--- src/rtl/sd_spi_responder.sv ---
// sd_spi_responder: SPI-mode SD card responder (card side of the link).
// Receives 48-bit command frames on MOSI/SCLK/CS (mode 0). Answers each frame
// with NCR_BYTES 0xFF filler bytes, then an R1 byte. Tracks the init state:
// idle flag, CMD55 app prefix and the ACMD41 busy countdown.
//
// Optional build macro: SD_CRC_CHECK_EN. When defined, CRC7 of each frame is
// checked and a mismatch answers R1 = 0x08 | idle.
//
// Ports:
//   CLOCK50  system clock
//   RESET    asynchronous active-low reset
//   SCLK     SPI clock from host (mode 0, <= CLOCK50/8)
//   MOSI     host-to-card data
//   CS       chip select, active low
//   MISO     card-to-host data, idles high
//   CMD_STB  one-cycle pulse per accepted command frame
//   CMD_IDX  index of the last accepted command
//   CMD_ARG  argument of the last accepted command
//   CMD_APP  last accepted command was prefixed by CMD55
//   IN_IDLE  card idle-state flag (R1 bit 0)
module sd_spi_responder #(
    parameter int unsigned NCR_BYTES       = 1,
    parameter int unsigned ACMD41_BUSY_CNT = 2,
    parameter int unsigned SYNC_STAGES     = 2
) (
    input  logic        CLOCK50,
    input  logic        RESET,
    input  logic        SCLK,
    input  logic        MOSI,
    input  logic        CS,
    output logic        MISO,
    output logic        CMD_STB,
    output logic [5:0]  CMD_IDX,
    output logic [31:0] CMD_ARG,
    output logic        CMD_APP,
    output logic        IN_IDLE
);

    localparam int unsigned NCR_BITS = NCR_BYTES * 8;
    localparam int unsigned TX_BITS  = NCR_BITS + 8;
    localparam int unsigned CNT_W    = $clog2(ACMD41_BUSY_CNT + 1) + 1;

    localparam logic [6:0]       NCR_LAST    = 7'(NCR_BITS - 1);
    localparam logic [6:0]       TX_DONE     = 7'(TX_BITS);
    localparam logic [CNT_W-1:0] BUSY_RELOAD = CNT_W'(ACMD41_BUSY_CNT);

    typedef enum logic [1:0] {StHunt, StCmd, StNcr, StResp} state_e;

    state_e state_q, state_d;

    // Input synchronisers and SCLK edge detection
    logic [SYNC_STAGES-1:0] sclk_sync_q, mosi_sync_q, cs_sync_q;
    logic                   sclk_prev_q;
    logic                   sclk_s, mosi_s, cs_s, sclk_rise, sclk_fall;

    always_ff @(posedge CLOCK50 or negedge RESET) begin
        if (!RESET) begin
            sclk_sync_q <= '0;
            mosi_sync_q <= '1;
            cs_sync_q   <= '1;
            sclk_prev_q <= 1'b0;
        end else begin
            sclk_sync_q <= {sclk_sync_q[SYNC_STAGES-2:0], SCLK};
            mosi_sync_q <= {mosi_sync_q[SYNC_STAGES-2:0], MOSI};
            cs_sync_q   <= {cs_sync_q[SYNC_STAGES-2:0], CS};
            sclk_prev_q <= sclk_s;
        end
    end

    assign sclk_s    = sclk_sync_q[SYNC_STAGES-1];
    assign mosi_s    = mosi_sync_q[SYNC_STAGES-1];
    assign cs_s      = cs_sync_q[SYNC_STAGES-1];
    assign sclk_rise = sclk_s & ~sclk_prev_q;
    assign sclk_fall = ~sclk_s & sclk_prev_q;

    // Datapath registers
    logic [5:0]         bit_cnt_q, bit_cnt_d;
    logic [46:0]        frame_q, frame_d;
    logic [TX_BITS-1:0] tx_q, tx_d;
    logic [6:0]         tx_cnt_q, tx_cnt_d;
    logic               miso_q, miso_d;
    logic               stb_q, stb_d;
    logic [5:0]         idx_q, idx_d;
    logic [31:0]        arg_q, arg_d;
    logic               cmd_app_q, cmd_app_d;
    logic               idle_q, idle_d;
    logic               app_q, app_d;
    logic [CNT_W-1:0]   busy_q, busy_d;
    logic [7:0]         r1;

    // Frame as it stands once the bit on this SCLK rise is shifted in
    logic [47:0] frame_full;
    logic [5:0]  rx_idx;
    logic        unused_bits;
    assign frame_full  = {frame_q, mosi_s};
    assign rx_idx      = frame_full[45:40];
    assign unused_bits = ^{frame_full[47], frame_full[7:0]};

`ifdef SD_CRC_CHECK_EN
    function automatic logic [6:0] crc7(input logic [39:0] data);
        logic [6:0] crc;
        logic       fb;
        crc = '0;
        for (int i = 39; i >= 0; i--) begin
            fb  = data[i] ^ crc[6];
            crc = {crc[5:0], 1'b0} ^ {3'b000, fb, 2'b00, fb};
        end
        return crc;
    endfunction

    logic crc_bad;
    assign crc_bad = (crc7(frame_full[47:8]) != frame_full[7:1]);
`endif

    // State register
    always_ff @(posedge CLOCK50 or negedge RESET) begin
        if (!RESET) begin
            state_q <= StHunt;
        end else begin
            state_q <= state_d;
        end
    end

    // Next-state logic
    always_comb begin
        state_d = state_q;
        if (cs_s) begin
            state_d = StHunt;
        end else begin
            unique case (state_q)
                StHunt: if (sclk_rise && !mosi_s) state_d = StCmd;
                StCmd: begin
                    if (sclk_rise) begin
                        // Transmission bit must be 1, otherwise drop the frame
                        if (bit_cnt_q == 6'd1 && !mosi_s) state_d = StHunt;
                        else if (bit_cnt_q == 6'd47)      state_d = StNcr;
                    end
                end
                StNcr:  if (sclk_fall && tx_cnt_q == NCR_LAST) state_d = StResp;
                // Leave on the rise where the host samples the last R1 bit
                StResp: if (sclk_rise && tx_cnt_q == TX_DONE) state_d = StHunt;
                default: state_d = StHunt;
            endcase
        end
    end

    // Output / datapath logic
    always_comb begin
        bit_cnt_d = bit_cnt_q;
        frame_d   = frame_q;
        tx_d      = tx_q;
        tx_cnt_d  = tx_cnt_q;
        miso_d    = miso_q;
        stb_d     = 1'b0;
        idx_d     = idx_q;
        arg_d     = arg_q;
        cmd_app_d = cmd_app_q;
        idle_d    = idle_q;
        app_d     = app_q;
        busy_d    = busy_q;
        r1        = 8'h00;
        if (cs_s) begin
            miso_d = 1'b1;
        end else begin
            unique case (state_q)
                StHunt: begin
                    if (sclk_fall) miso_d = 1'b1;
                    if (sclk_rise && !mosi_s) begin
                        frame_d   = '0;
                        bit_cnt_d = 6'd1;
                    end
                end
                StCmd: begin
                    if (sclk_rise) begin
                        frame_d   = frame_full[46:0];
                        bit_cnt_d = bit_cnt_q + 6'd1;
                        if (bit_cnt_q == 6'd47) begin
                            stb_d     = 1'b1;
                            idx_d     = rx_idx;
                            arg_d     = frame_full[39:8];
                            cmd_app_d = app_q;
                            app_d     = 1'b0;
                            // State updates first so R1 reports post-command state
`ifdef SD_CRC_CHECK_EN
                            if (crc_bad) begin
                                r1 = {4'b0000, 1'b1, 2'b00, idle_q};
                            end else
`endif
                            if (rx_idx == 6'd0) begin
                                idle_d = 1'b1;
                                busy_d = BUSY_RELOAD;
                                r1     = 8'h01;
                            end else if (rx_idx == 6'd55) begin
                                app_d = 1'b1;
                                r1    = {7'b0, idle_q};
                            end else if (rx_idx == 6'd41 && app_q) begin
                                if (busy_q != '0) begin
                                    busy_d = busy_q - CNT_W'(1);
                                    r1     = 8'h01;
                                end else begin
                                    idle_d = 1'b0;
                                    r1     = 8'h00;
                                end
                            end else if ((rx_idx == 6'd17 || rx_idx == 6'd24 ||
                                          rx_idx == 6'd16) && !idle_q) begin
                                r1 = 8'h00;
                            end else begin
                                r1 = {5'b0, 1'b1, 1'b0, idle_q};
                            end
                            tx_d     = {{NCR_BITS{1'b1}}, r1};
                            tx_cnt_d = '0;
                        end
                    end
                end
                StNcr, StResp: begin
                    if (sclk_fall) begin
                        miso_d   = tx_q[TX_BITS-1];
                        tx_d     = {tx_q[TX_BITS-2:0], 1'b1};
                        tx_cnt_d = tx_cnt_q + 7'd1;
                    end
                end
                default: miso_d = 1'b1;
            endcase
        end
    end

    always_ff @(posedge CLOCK50 or negedge RESET) begin
        if (!RESET) begin
            bit_cnt_q <= '0;
            frame_q   <= '0;
            tx_q      <= '1;
            tx_cnt_q  <= '0;
            miso_q    <= 1'b1;
            stb_q     <= 1'b0;
            idx_q     <= '0;
            arg_q     <= '0;
            cmd_app_q <= 1'b0;
            idle_q    <= 1'b1;
            app_q     <= 1'b0;
            busy_q    <= BUSY_RELOAD;
        end else begin
            bit_cnt_q <= bit_cnt_d;
            frame_q   <= frame_d;
            tx_q      <= tx_d;
            tx_cnt_q  <= tx_cnt_d;
            miso_q    <= miso_d;
            stb_q     <= stb_d;
            idx_q     <= idx_d;
            arg_q     <= arg_d;
            cmd_app_q <= cmd_app_d;
            idle_q    <= idle_d;
            app_q     <= app_d;
            busy_q    <= busy_d;
        end
    end

    assign MISO    = miso_q;
    assign CMD_STB = stb_q;
    assign CMD_IDX = idx_q;
    assign CMD_ARG = arg_q;
    assign CMD_APP = cmd_app_q;
    assign IN_IDLE = idle_q;

endmodule

--- config.mk ---
export PLATFORM = sky130hd
export DESIGN_NAME = sd_spi_responder
export DESIGN_NICKNAME = d
export VERILOG_FILES = /design/src/rtl/sd_spi_responder.sv
export SDC_FILE = /design/constraint.sdc
export NUM_CORES = 1
export LEC_CHECK = 0
export ABC_AREA = 1
export BUFFER_PORTS_ARGS = -buffer_cell sky130_fd_sc_hd__buf_2
export CAP_MARGIN = 20
export CORE_ASPECT_RATIO = 1.4
export CORE_UTILIZATION = 50
export DETAILED_ROUTE_END_ITERATION = 10
export PLACE_DENSITY = 0.69
export SLEW_MARGIN = 20
export SYNTH_ARGS = -nofsm -noshare
export SYNTH_HDL_FRONTEND = slang
export SYNTH_SLANG_ARGS = --single-unit
--- constraint.sdc ---
create_clock -name CLOCK50 -period 2.9 [get_ports CLOCK50]
set_clock_uncertainty 0.1 [all_clocks]
set_input_delay 0.58 -clock CLOCK50 [delete_from_list [all_inputs] [get_ports CLOCK50]]
set_output_delay 0.58 -clock CLOCK50 [all_outputs]
set_load 0.05 [all_outputs]
**Yosys cells after proc, flatten, opt, wreduce, memory -nomap -nowiden**

Cells that the tools add are included.

- Multiplexer cells: 45
- Bitwise gates (word level): 5
- Multipliers: 0
- Eq/ne operators: 25
- Reduce and logical (&&, ||, !) cells: 26
- Shift-type cells: 0
- $add $sub $neg: 3
- Div/mod/pow operators: 0
- Magnitude comparators: 0

Operators by type and width:

| operator | number |
|---|---|
| $mux W45 | 2 |
| $pmux W45 S2 | 1 |
| $mux W16 | 3 |
| $pmux W16 S2 | 1 |
| $mux W8 | 3 |
| $mux W7 | 3 |
| $eq A6 B5 Y1 const B | 3 |
| $eq A6 B6 Y1 const B | 3 |
| $ne A3 B3 Y1 const B | 6 |
| $mux W3 | 5 |
| $mux W1 | 14 |
| $mux W2 | 7 |
| $pmux W7 S2 | 1 |
| $reduce_and A7 Y1 | 2 |
| $mux W6 | 2 |
| $ne A2 B2 Y1 const B | 6 |
| $pmux W6 S2 | 1 |
| $reduce_and A5 Y1 | 2 |
| $pmux W2 S4 | 1 |
| $reduce_and A4 Y1 | 2 |
| $reduce_bool A2 Y1 | 4 |
| $add A7 B1 Y7 const B | 1 |
| $eq A7 B3 Y1 const B | 1 |
| $eq A7 B5 Y1 const B | 1 |
| other kinds (17) | 29 |

- Register bits after elaboration: 129
- Bits in read-only memories: 0
- Memories: 0
- RAM bits: 0
- Bits in latches: 0
- Output and inout bits: 42

**Longest topological paths before layout**

Gate-level depths: netlist (run 1).

- Depth in word-level cells: 11
- Gate-level depth with buffers: 11

**Least setup slack after synthesis (run 1)**

Ideal clock, no wire load.

- Path kind: reg2reg
- Start: reg bit_cnt_q[0]
- End: reg idx_q[4] (netlist: CMD_IDX[4])
- Stages on the path, launching flop included: 11
- Setup time: 0.123 ns
- Setup slack: 1.261 ns
- Required time: 2.677 ns
- Data arrival time: 1.417 ns
- Cells stage by stage: dfrtp_1 -> ha_1 -> nand2_2 -> nor2_4 -> nand2_2 -> nor2_4 -> nand2_2 -> buf_6 -> buf_6 -> nand2_1 -> o21ai_1

- Cells in the longest elaborated chain, start to end: 2

Ends and longest elaborated chain:

| what | RTL line | RTL |
|---|---|---|
| start: declaration | 77 | `logic [5:0] bit_cnt_q, bit_cnt_d;` |
| start signal: assignment | 242 | `bit_cnt_q <= bit_cnt_d;` |
| $eq A6 B6 Y1 | 177 | `if (bit_cnt_q == 6'd47) begin` |
| $reduce_and A4 Y1 (no line) | -- |  |
| end signal: assignment | 248 | `idx_q <= idx_d;` |
| end: declaration | 83 | `logic [5:0] idx_q, idx_d;` |

Every way passes these cells.
A chain may end at the register's enable or synchronous reset.

**Final worst setup path (run 1)**

- Start: reg state_q[1]
- End: reg arg_q[22] (netlist: CMD_ARG[22])

- Cells in the longest elaborated chain, start to end: 2

Ends and longest elaborated chain:

| what | RTL line | RTL |
|---|---|---|
| start: declaration | 49 | `state_e state_q, state_d;` |
| start signal: assignment | 118 | `state_q <= StHunt;` |
| start signal: assignment | 120 | `state_q <= state_d;` |
| $eq A2 B1 Y1 | 165 | `unique case (state_q)` |
| $reduce_and A4 Y1 (no line) | -- |  |
| end signal: assignment | 249 | `arg_q <= arg_d;` |
| end: declaration | 84 | `logic [31:0] arg_q, arg_d;` |

Every way passes these cells.

==> results of run 1 <==
## worst paths after layout
check                      slack (ns)            from  depth (start not counted)             end
min in group CLOCK50             0.17            MOSI                          1  mosi_sync_q[0]
setup reg to reg                 0.77      state_q[1]                          7     CMD_ARG[22]
max in group asynchronous        1.90           RESET                          2      CMD_IDX[2]
hold reg to reg                  0.25  sclk_sync_q[0]                          0  sclk_sync_q[1]
setup / recovery                 0.77      state_q[1]                          7     CMD_ARG[22]
hold / removal                  0.009           RESET                          1      CMD_ARG[9]
## synth_stat cells, types with 2 or more instances
library cell and count:
nor3_1 2, xnor2_1 3, buf_2 13, nor2_4 4, dfrtp_1 106, nand2_2 6, inv_2 3, o21ai_0 42
o31ai_1 3, nand3_1 27, inv_1 77, nand2_1 125, a21oi_1 7, o21ai_1 28, nor2_1 35, xor2_1 4
nor2_2 2, ha_1 6, o22ai_1 31, clkbuf_2 2, nand4_1 7, buf_6 7, dfstp_2 23
## sequential cells by signal (all words and copies together), names as in the netlist
| signal | cells |
|---|---|
| mosi_sync_q | 2 |
| tx_q | 16 |
| CMD_APP | 1 |
| sclk_sync_q | 2 |
| sclk_prev_q | 1 |
| tx_cnt_q | 7 |
| frame_q | 45 |
| CMD_ARG | 32 |
| CMD_IDX | 6 |
| cs_sync_q | 2 |
| CMD_STB | 1 |
| bit_cnt_q | 6 |
| state_q | 2 |
| MISO | 1 |
| app_q | 1 |
| busy_q | 3 |
| IN_IDLE | 1 |
## layout by cell type (no fill, tap or decap), types with 4 or more instances in the layout
cell and count:
nand2_1 125, ha_1 6, o22ai_1 31, nor2_1 35, nand2_2 6, dfrtp_1 106
buf_4 6, nor2_4 4, o21ai_0 42, dfstp_2 23, inv_1 77, bufinv_16 4
o21ai_1 28, clkbuf_16 17, a21oi_1 7, buf_2 45, nand4_1 7, clkinv_4 4
xor2_1 4, nand3_1 27
## worst register-to-register path, stage by stage, from the launching register on
cell	delay, ns
dfrtp_1	0.58
nor2_4	0.06
buf_4	0.21
nand2_2	0.16
nor2_4	0.07
nand2_2	0.05
buf_4	0.54
o21ai_0	0.21
## metal layers
metal / track usage / share of wire / vias up
met5: 0 / 0 / -
met4: 0.0854 / 0.012 / 0
met3: 0.0474 / 0.032 / 10
met2: 0.333 / 0.52 / 60
met1: 0.223 / 0.44 / 1876
li1: - / - / 1928
## final cells by class
class                           instances  area (µm²)  share of cell area
Sequential cell                       129        3260               0.513
Multi-Input combinational cell        339        1690               0.267
Clock buffer                           18         429              0.0676
Inverter                               80         300              0.0473
Timing Repair Buffer                   52         290              0.0457
Clock inverter                         14         204              0.0321
Tap cell                              138         173              0.0272
## power by group
group          leakage [nW]  total [mW]  internal, mW  switching (mW)
clock network         0.298        2.25          1.45           0.805
registers              1.71        2.10          2.00           0.108
logic                  1.04       0.529         0.165           0.364
total                  3.05        4.89          3.61            1.28
## cell families after synthesis
logic type / Yosys count
adder cells (fa/ha/maj): 6
buffers and inverters: 104
AND/OR/NAND/NOR: 214
flip-flops: 129
AO/OA/AOI/OAI: 112
XOR/XNOR: 7
==> results.toml, run 1 <==
[status]
run_status = "finished, final reports clean"

[timing]
max_slew_margin = 0.390
finalCriticalPeriod_ns = 2.13
whs_ns = 0.00913
rsz0062_at_grt = "false"
max_freq_ghz = 0.470
fin_crit_sh = 0.734
tightest_slew_ns = 0.914
setup_ws_ns = 0.772
hold_violations = 0
slew_viol_final = 0
tns_ns = 0
finalSetupViolations = 0

[clocking]
cts.repair.resized = 0
cts_buffers = 17
clk_pin_slew_ns = 0.06
cts.sinks = 129
cts_tree = "done"
htree_levels = 4
clock_path_buffers = 2
clockRootBuffer = "clkbuf_16"
clk_latency_ns = 0.41
cts_setup_buffers = 0
hold_buffers = 0

[power_and_ir_drop]
power.density_nw_per_um2 = 770
leakage_nw = 3.05
ir_drop_uv = 517
total_power_mw = 4.89

[route]
ant_nets = 0
dr.pass1.iters = 5
vias = 3874
drc = 0
wl_per_cell_um = 12.5
drt-initial-drc-count = 172
via_per_inst = 5.03
drt_wl_total_mm = 9.63

[floorplan]
fp.coreArea_um2 = 10500
start_util = 0.518
die_h_um = 125
die_x_um = 90.0
rows = 44
io_pins = 47
die-area_um2 = 11300

[place]
gp_congestion = 0.827
port_buffers = 46
dp_worst_setup_slack_ns = 0.795
dp_cells = 738
placed_area_um2 = 5710
detailed_place_hpwl_mm = 6.28

[layout]
nFillCells = 881
fin_nets = 630
postLayoutCoreUtil = 0.607
antenna_cells = 0
syn2layout_area_growth_pct = 17.2
final_layout_size_suffix_gt1_frac = 0.198
instances_no_fill = 770
final_area_um2 = 6350

[yosys]
synth_cell_types = 32
yosysTopAreaCell = "dfrtp_1"
synth_area_leaders = "dfrtp_1 49%, dfstp_2 11%, nand2_1 8.7%"
syn_area_um2 = 5420
yosysSeqAreaShare = 0.601
yosys_register_bits = 129
synth.top_cell.area_share = 0.490
postSynth.asyncResetShare = 1.00
synth_edf_count = 0
yosys_warnings = 0
synth.net_count = 583
synth-simple-area-share = 0.175
synthXorXnorAreaFrac = 0.0113
synth_ff_type = "dfrtp_1"
synth_cells = 572
syn_area_per_cell_um2 = 9.47
synth_top_family_by_area = "simple AND/OR/NAND/NOR gates"
synthMuxAreaShare = 0
synth_compound_area_frac = 0.113
synthAdderAreaFrac = 0.0139

[worst_setup_path]
critPathMaxFanout = 79
slowest_stage = "dfrtp_1"
path_cells = "nor2_4 > buf_4 > nand2_2 > nor2_4 > nand2_2 > buf_4 > o21ai_0"
cp-start-kind = "flop"
critPathBufInv = 2
worstPathRequired_ns = 3.06
critPathKind = "flop to flop"
cpLargestDelayFamily = "buffers and inverters"
setup.worst_path.end_class = "flop"
arrival_ns = 2.28
max_stage_delay_ns = 0.58

[hold_path]
min_path_type = "primary input to asynchronous set/reset pin"

[global_routing]
grt_max_degree = 80
antenna_found_initial = 0
overflow = 0
grt_pass1_vias = 3861
grt.total_usage = 0.191
grt_pass1_wl_mm = 17.2

[run]
drv_cap = 0
No activity file was read; power rests on OpenSTA's default activity.
==> run 2, diff against run 1 <==
- clock period: 2.9 -> 2.1 ns (I/O delays scaled with it)
==> run 2 against run 1 <==
First-iteration DRC count up 43%. Worst hold slack improved by 0.013 ns. Highest routed layer unchanged. Largest cell class unchanged. Combinational power rose by 44%. Total power rose by 28%. Design area about the same. Sequential power grew 39%. Non-clock buffer count up 9. Worst setup slack got worse by 0.55 ns. Global-route usage up 0.39 points. Core utilization about the same. Sequential share of layout area barely moved. Fmax up 13%.
==> results.toml, run 2 (synthesis gave the netlist of run 1 again) <==
[power_and_ir_drop]
internal_power_mw = 4.58
power.density_nw_per_um2 = 987
clockPowerShare = 0.413
total_power_mw = 6.26
comb_power_share = 0.122
p_sw_mw = 1.68
p_sw_frac = 0.268
ir_drop_uv = 639
p_seq_frac = 0.466
leakage_nw = 3.05

[layout]
largest-register = "frame_q"
antenna_cells = 0
postLayoutCoreUtil = 0.606
mostFrequentLayoutCells = "125 x nand2_1, 106 x dfrtp_1, 77 x inv_1"
fin_nets = 639
final_area_um2 = 6340
nFillCells = 911
largest_reg_flops = 45
final_layout_size_suffix_gt1_frac = 0.203
layout_commonest_cell = "nand2_1"
syn2layout_area_growth_pct = 17.1

[worst_setup_path]
cpLargestDelayFamily = "flip-flops"
critPathKind = "flop to flop"
cp-start-kind = "flop"
critPathMaxFanout = 58
r2r-end = "CMD_ARG[4]"
reg2reg_from = "bit_cnt_q[0]"
slowest_stage = "dfrtp_1"
worstPathRequired_ns = 2.27
r2r_setup_slack_ns = 0.22
max_stage_delay_ns = 0.43
path_cells = "ha_1 > nand2_2 > nor2_4 > nand2_2 > nor2_4 > nand2_2 > buf_4 > o21ai_0"
setup.worst_path.end_class = "flop"
crit_top_cell = "nand2_2"
critPathBufInv = 1
r2r_cells = 8
arrival_ns = 2.04

[hold_path]
whs_endpoint = "sclk_sync_q[0]"
min_path_type = "primary input to flop"
hold_path_startpoint = "SCLK"
min_path_cells = 1

[clocking]
clk_latency_ns = 0.41
htree_levels = 4
cts_tree = "done"
hold_buffers = 3
cts_buffers = 17
clock_path_buffers = 2
clk_pin_slew_ns = 0.05
cts.repair.resized = 0
cts.sinks = 129
clockRootBuffer = "clkbuf_16"
cts_setup_buffers = 0

[status]
run_status = "finished, final reports clean"

[timing]
slew_viol_final = 0
finalCriticalPeriod_ns = 1.88
hold_violations = 0
finalSetupViolations = 0
max_freq_ghz = 0.533
tns_ns = 0
tightest_slew_ns = 0.475
rsz0062_at_grt = "false"
fin_crit_sh = 0.894
max_slew_margin = 0.683

[run]
drv_cap = 0

[route]
dr.pass1.iters = 4
drt_wl_total_mm = 9.84
via_per_inst = 5.08
wl_per_cell_um = 12.7
ant_nets = 0
drt-initial-drc-count = 246
vias = 3950
drc = 0

[floorplan]
start_util = 0.518
rows = 44
fp.coreArea_um2 = 10500
die_h_um = 125
die-area_um2 = 11300
io_pins = 47
die_x_um = 90.0

[place]
placed_area_um2 = 5780
port_buffers = 46
detailed_place_hpwl_mm = 6.71
gp_congestion = 0.841

[global_routing]
grt_pass1_wl_mm = 17.6
grt_pass1_vias = 3918
grt_max_degree = 59
antenna_found_initial = 0
grt.total_usage = 0.195
overflow = 0
==> run 2: changes by cell type in the layout (fill, tap and decap cells not counted), sizes merged <==
| cell | before | now |
|---|---|---|
| buf | 52 | 58 |
| bufinv | 4 | 0 |
| dlygate4sd3 | 0 | 3 |
| inv | 83 | 80 |
| clkbuf | 18 | 20 |
| clkinv | 4 | 6 |
| clkinvlp | 3 | 4 |
==> run 2: per-stage QoR <==
stage                     worst slack, ns  instances  hold WS, ns
after detailed placement            0.233        744        0.237
after global placement              0.296        744        0.236
after global routing              0.00403        777      0.00264
after CTS                           0.219        777      0.00545
after floorplan                     0.461        572       0.0244
final                               0.223        777       0.0224
==> run 2: layer usage <==
layer  share of wire  up-vias  GRT usage
li1                -     1950          -
met1            0.44     1896      0.237
met2            0.51       80      0.327
met3           0.032       24     0.0493
met4           0.023        0     0.0920
met5               0        -          0
==> run 2: layout make-up <==
cell class,count,area [µm²],area share
Timing Repair Buffer,61,390,0.0615
Tap cell,138,173,0.0272
Clock buffer,20,467,0.0736
Sequential cell,129,3260,0.513
Multi-Input combinational cell,339,1690,0.267
Inverter,80,300,0.0473
Clock inverter,10,63.8,0.0101
==> run 2: power by group through the flow <==
| stage | Sequential (mW) | Clock (mW) | Combinational (mW) |
|---|---|---|---|
| after CTS | 2.91 | 2.64 | 0.769 |
| after detailed placement | 2.96 | 0 | 0.757 |
| final | 2.91 | 2.58 | 0.761 |
| after floorplan | 2.90 | 0 | 0.607 |
| after global placement | 2.95 | 0 | 0.737 |
| after global routing | 2.94 | 2.77 | 0.883 |
==> run 2: worst max path at each step <==
stage                       from          end  slack, ns  depth (start not counted)
finish              bit_cnt_q[0]   CMD_ARG[4]       0.22                          8
global route        bit_cnt_q[0]   CMD_ARG[1]      0.004                          9
CTS                 bit_cnt_q[0]  CMD_ARG[10]       0.22                          9
detailed placement  bit_cnt_q[0]   CMD_ARG[4]       0.23                          8
global placement    bit_cnt_q[0]   CMD_ARG[5]       0.30                          8
floorplan           bit_cnt_q[0]   CMD_IDX[4]       0.46                         10
